File: src/rtl/uart_fifo_rx_mgr.sv
// UART RX FIFO manager: single-entry holding register between the UART receiver
// and the RX FIFO, with drop/error counters, sticky overflow flag and an idle-gap
// frame-end strobe.
module uart_fifo_rx_mgr #(
  parameter int unsigned CNT_W    = 8,
  parameter int unsigned TMR_W    = 16,
  parameter int unsigned IDLE_CYC = 1000
) (
  input  logic             CLK,
  input  logic             RSTn,
  input  logic             Rx_Done_sig,
  input  logic [7:0]       Rx_Dat,
  input  logic             Rx_Err_sig,
  input  logic             Full_sig,
  output logic             WR_Req_sig,
  output logic [7:0]       FIFO_WR_Dat,
  input  logic             Ovf_Clr,
  output logic             Ovf_Flag,
  output logic [CNT_W-1:0] Drop_Cnt,
  output logic [CNT_W-1:0] Err_Cnt,
  output logic             Frame_Done
);

  typedef enum logic {StEmpty, StLoaded} state_e;

  // Incremented timer value that triggers the frame-end pulse on the next cycle.
  localparam logic [TMR_W-1:0] TmrLast = TMR_W'(IDLE_CYC - 1);

  state_e           state_q, state_d;
  logic [7:0]       hold_dat_q, hold_dat_d;
  logic [CNT_W-1:0] drop_cnt_q, drop_cnt_d;
  logic [CNT_W-1:0] err_cnt_q, err_cnt_d;
  logic             ovf_q, ovf_d;
  logic [TMR_W-1:0] tmr_q, tmr_d;
  logic             armed_q, armed_d;
  logic             done_q, done_d;

  logic             good_byte;
  logic             err_byte;
  logic             wr_en;
  logic             drop;
  logic [TMR_W-1:0] tmr_inc;

  // Input qualification and write/drop decisions for the current cycle.
  always_comb begin
    good_byte = Rx_Done_sig & ~Rx_Err_sig;
    err_byte  = Rx_Done_sig & Rx_Err_sig;
    // Write decoded from registered hold state, gated by the live full flag so a
    // stall is released in the very first non-full cycle.
    wr_en     = (state_q == StLoaded) & ~Full_sig;
    drop      = good_byte & (state_q == StLoaded) & ~wr_en;
    tmr_inc   = tmr_q + TMR_W'(1);
  end

  // State register: FSM, hold register, counters, flag and idle timer.
  always_ff @(posedge CLK) begin
    if (!RSTn) begin
      state_q    <= StEmpty;
      hold_dat_q <= '0;
      drop_cnt_q <= '0;
      err_cnt_q  <= '0;
      ovf_q      <= 1'b0;
      tmr_q      <= '0;
      armed_q    <= 1'b0;
      done_q     <= 1'b0;
    end else begin
      state_q    <= state_d;
      hold_dat_q <= hold_dat_d;
      drop_cnt_q <= drop_cnt_d;
      err_cnt_q  <= err_cnt_d;
      ovf_q      <= ovf_d;
      tmr_q      <= tmr_d;
      armed_q    <= armed_d;
      done_q     <= done_d;
    end
  end

  // Next-state logic.
  always_comb begin
    state_d    = state_q;
    hold_dat_d = hold_dat_q;
    drop_cnt_d = drop_cnt_q;
    err_cnt_d  = err_cnt_q;
    ovf_d      = ovf_q;
    tmr_d      = tmr_q;
    armed_d    = armed_q;
    done_d     = 1'b0;

    unique case (state_q)
      StEmpty: begin
        if (good_byte) state_d = StLoaded;
      end
      StLoaded: begin
        if (wr_en && !good_byte) state_d = StEmpty;
      end
      default: state_d = StEmpty;
    endcase

    if (good_byte && !drop) hold_dat_d = Rx_Dat;

    if (drop && (drop_cnt_q != '1)) drop_cnt_d = drop_cnt_q + CNT_W'(1);
    if (err_byte && (err_cnt_q != '1)) err_cnt_d = err_cnt_q + CNT_W'(1);

    // Set wins over clear.
    if (Ovf_Clr) ovf_d = 1'b0;
    if (drop)    ovf_d = 1'b1;

    // Any good byte, even a dropped one, restarts the idle gap.
    if (good_byte) begin
      tmr_d   = '0;
      armed_d = 1'b1;
    end else if (armed_q) begin
      tmr_d = tmr_inc;
      if (tmr_inc == TmrLast) begin
        done_d  = 1'b1;
        armed_d = 1'b0;
      end
    end
  end

  // Output decode.
  always_comb begin
    WR_Req_sig  = wr_en;
    FIFO_WR_Dat = hold_dat_q;
    Ovf_Flag    = ovf_q;
    Drop_Cnt    = drop_cnt_q;
    Err_Cnt     = err_cnt_q;
    Frame_Done  = done_q;
  end

endmodule

File: config.mk
export PLATFORM = sky130hd
export DESIGN_NAME = uart_fifo_rx_mgr
export DESIGN_NICKNAME = d
export VERILOG_FILES = /design/src/rtl/uart_fifo_rx_mgr.sv
export SDC_FILE = /design/constraint.sdc
export NUM_CORES = 1
export LEC_CHECK = 0
export CAP_MARGIN = 20
export CELL_PAD_IN_SITES_DETAIL_PLACEMENT = 1
export CELL_PAD_IN_SITES_GLOBAL_PLACEMENT = 1
export CORE_ASPECT_RATIO = 1.2
export CORE_UTILIZATION = 43
export DETAILED_ROUTE_END_ITERATION = 7
export PLACE_DENSITY_LB_ADDON = 0.1
export SLEW_MARGIN = 25
export SYNTH_ARGS = -nofsm -noshare
export SYNTH_HDL_FRONTEND = slang
export SYNTH_SLANG_ARGS = --single-unit
File: constraint.sdc
create_clock -name CLK -period 2.55 [get_ports CLK]
set_input_delay 0.255 -clock CLK [delete_from_list [all_inputs] [get_ports CLK]]
set_output_delay 0.255 -clock CLK [all_outputs]
set_load 0.02 [all_outputs]
# Word-level counts from Yosys, hierarchy flattened
# Index checks and enable logic that the tools add are counted.
# Widths: inputs -> output; s select.
classes:
  n_addsub: 3
  n_eq_ne: 3
  mux: 9
  n_bitwise: 11
  reduce_logical: 9
op_table:
  columns: ["op", "n"]
  rows:
  - ["$add 16x1->16 const B", 1]
  - ["$add 8x1->8 const B", 2]
  - ["$eq 16x10->1 const B", 1]
  - ["$ne 8x8->1 const B", 2]
  - ["$mux 1", 8]
  - ["$not 1->1", 6]
  - ["$and 1x1->1", 5]
  - ["$logic_and 1x1->1", 4]
  - ["$reduce_or 3->1", 1]
  - ["$logic_not 1->1", 2]
  - ["$pmux 1 s2", 1]
  - ["$reduce_bool 2->1", 1]
  - ["$reduce_or 2->1", 1]
word_totals:
  ff_bits: 44
  output_inout_bits: 27

# Longest topological paths before layout
logic_depth:
  word_depth: 6
  depth_mapped: 7
  depth_no_buf: 6

# Worst setup path after synthesis
# No wires, ideal clock.
synth_timing:
  path_type: "register to register"
  start: "register err_cnt_q[0] (netlist: Err_Cnt[0])"
  end: "register err_cnt_q[6] (netlist: Err_Cnt[6])"
  setup_time_ns: 0.115
  t_arrival_ns: 1.617
  required_ns: 2.435
  path_slack_ns: 0.818
  path_stages_with_launch: 7
  n_path_buf: 0
  period_less_slack_ns: 1.732
  cell_sequence: "dfxtp_1 ha_1 and2_1 a41oi_4 and4_1 xor2_1 and2_1"
synth_between:
  elab_chain_cells: 2
  elab_cells_between_ends: 3
  classes_between: "add/sub (1); eq/ne (1); reduce/logical (1)"
synth_rtl:
  columns: ["item", "line", "rtl"]
  rows:
  - ["start: declaration", "32", "logic [CNT_W-1:0] err_cnt_q, err_cnt_d;"]
  - ["start signal: assignment", "70", "err_cnt_q <= err_cnt_d;"]
  - ["parallel branches: the longest is 2 deep, another holds $add 8x1->8", null, null]
# Parallel ways; which one is timed is not known.
# A chain may end at the register's enable or synchronous reset.

# Worst setup path in the final report
layout_timing:
  start: "register tmr_q[0]"
  end: "register done_q (netlist: Frame_Done)"
layout_between:
  elab_chain_cells: 3
layout_rtl:
  columns: ["item", "line", "rtl"]
  rows:
  - ["start: declaration", "34", "logic [TMR_W-1:0] tmr_q, tmr_d;"]
  - ["start signal: assignment", "72", "tmr_q <= tmr_d;"]
  - ["$add 16x1->16", "52", "tmr_inc = tmr_q + TMR_W'(1);"]
  - ["$eq 16x10->1", "114", "if (tmr_inc == TmrLast) begin"]
  - ["$mux 1", "114", null]
  - ["end signal: assignment", "74", "done_q <= done_d;"]
  - ["end: declaration", "36", "logic done_q, done_d;"]
# No other way between the ends.

==> qor.yml <==
status: "finished clean"
die_h_um: 81.7
drt_iter0_markers: 37
grt_use_met2_pct: 32.7
ir_drop_mv: 0.289
num_rows: 28
cts-resized-gates: 0
die_width_um: 68.5
start_util_pct: 45.5
ant_nets: 0
dp_hpwl_mm: 3.53
cts_hold_buf: 0
final_area_mm2: 0.00280
arrival_ns: 2.03
holdWs_ns: 0.522
core-area_mm2: 0.00501
routedWlPerCell_um: 14.2
vias_per_cell: 5.26
cts_buffer_depth: 2
drive_gt1_share_pct: 9.89
synth-edff-count: 0
endpoint_kind: "flop"
met1_usage_pct: 21.8
synth_fp_nets: 253
root_buffer: "clkbuf_8"
dr.pass1.iters: 4
io_buffers: 40
busiest_layer: "met2"
ys_seq_elements: 44
maxSlewViolCount: 0
total_power_uw: 1330
finalClockSkew_ns: 0.00502
num_antenna_cells: 0
syn_inst: 235
hold_viol_final: 0
p_leak_uw: 0.00104
fin_crit_sh_pct: 72.0
synthArstFlopShare_pct: 0
totalWireLength_mm: 4.73
place_inst: 327
synth_warnings: 0
syn2layout_area_growth_pct: 23.0
grt_pass1_wl_mm: 7.78
hp-class: "flop to flop"
fin_nets: 292
fillers: 579
rsz0062_at_grt: "false"
p_per_area_mw_per_mm2: 474
grt_pass1_vias: 1679
clk_latency_ns: 0.29
finalSetupViolations: 0
synthDistinctLibCells: 48
crit_type: "flop to flop"
tns_ns: 0
cts_sinks: 44
grt-ovfl-total: 0
path_clk_slew_ns: 0.08
io_pins: 41
drc: 0
grt.total_usage_pct: 18.5
route.vias.total: 1750
fin_crit_ns: 1.84
avgSynthCellArea_um2: 9.70
gp_congestion: 0.729
synth-main-ff-cell: "dfxtp_1"
post_cts_buffers: 0
grt_antenna_before_repair: 0
clock.fmax_mhz: 545
layout_common_cells: "dfxtp_1 (44), clkdlybuf4s50_1 (40), nand2_1 (21)"
relSlewSlack_pct: 63.4
cts_buffers: 5
ys_seq_area_share_pct: 38.7
h-tree-depth: 2
crit_path_start_kind: "flop"
final_cells: 333
cts_tree: "built"
final_common_cell: "dfxtp_1"
grt_max_degree: 28
die_area_mm2: 0.00560
crit_path_max_fanout: 8
worst_slew_pin_slew_ns: 0.546
place_area_mm2: 0.00270
netlist_area_mm2: 0.00228
gr-usage-met3_pct: 4.17
cp.required_ns: 2.74
maxCapViolCount: 0
worst max-delay path: stages (launching register included):
cell and delay, ns:
dfxtp_1 0.45, ha_1 0.35, and4_4 0.32, a311oi_2 0.10
a41o_1 0.23, and4_4 0.15, and4_1 0.14
Yosys cell counts (all sizes together), types with 2 or more instances:
| cell | number | area share [%] |
|---|---|---|
| dfxtp | 44 | 39 |
| nand2 | 22 | 3.7 |
| nor2 | 20 | 3.3 |
| xnor2 | 16 | 6.2 |
| xor2 | 15 | 5.8 |
| and2 | 14 | 4.0 |
| nor2b | 14 | 3.8 |
| mux2i | 11 | 4.8 |
| nand3 | 11 | 2.9 |
| nand4 | 11 | 3.7 |
| and4 | 7 | 3.0 |
| buf | 6 | 2.3 |
| clkbuf | 4 | 0.66 |
| ha | 4 | 2.2 |
| inv | 4 | 0.66 |
| nor3 | 4 | 1.3 |
| a21boi | 3 | 0.99 |
| a41oi | 3 | 3.1 |
| and3 | 3 | 0.88 |
| o21ai | 2 | 0.44 |
cell type report:
class	count	area (µm²)	share of cell area, %
clock buffer	5	68.8	2.46
clock inverter	1	30.0	1.07
inverter	4	15.0	0.536
multi-input combinational	177	1320	47.0
sequential	44	881	31.4
tap	60	75.1	2.68
timing repair buffer	42	415	14.8
stage by stage:
| step | setup slack (ns) | util [%] |
|---|---|---|
| 2_1_floorplan | 0.818 | - |
| 3_3_place_gp | 0.657 | 53.9 |
| 3_5_place_dp | 0.607 | 53.9 |
| 4_1_cts | 0.708 | 55.9 |
| 5_1_grt | 0.578 | 55.9 |
| 6_report | 0.714 | 55.9 |
routing by layer:
layer  share of wire, %  vias to the layer above
met2                 52                       21
li1                   -                      887
met1                 44                      840
met4               0.70                        0
met3                2.3                        2
met5                  0                        -
kinds of logic after synthesis:
| family | after synthesis | share of synthesized area, % |
|---|---|---|
| buffers and inverters | 14 | 3.57 |
| adder cells (fa/ha/maj) | 4 | 2.20 |
| flip-flops | 44 | 38.7 |
| XOR/XNOR | 31 | 11.9 |
| AO/OA/AOI/OAI | 19 | 9.12 |
| AND/OR/NAND/NOR | 112 | 29.7 |
| multiplexers | 11 | 4.83 |
state kept, by name, summed over array words and instances (netlist names):
register,count
FIFO_WR_Dat,8
tmr_q,16
Drop_Cnt,8
armed_q,1
Ovf_Flag,1
Frame_Done,1
Err_Cnt,8
state_q,1
power by group:
part	switching [µW]	internal, µW	total [µW]	leakage (µW)
registers	14.6	699	714	0.000356
logic	50.5	57.9	108	0.000638
clock network	225	281	507	0.0000501
final timing paths:
| check | from | endpoint | slack [ns] | depth (start not counted) |
|---|---|---|---|---|
| worst max-delay path | tmr_q[0] | Frame_Done | 0.71 | 6 |
| worst min-delay path | FIFO_WR_Dat[1] | FIFO_WR_Dat[1] | 0.52 | 2 |
| worst max register to register | tmr_q[0] | Frame_Done | 0.71 | 6 |
| worst min register to register | FIFO_WR_Dat[1] | FIFO_WR_Dat[1] | 0.52 | 2 |
No activity file was read; power rests on OpenSTA's default activity.
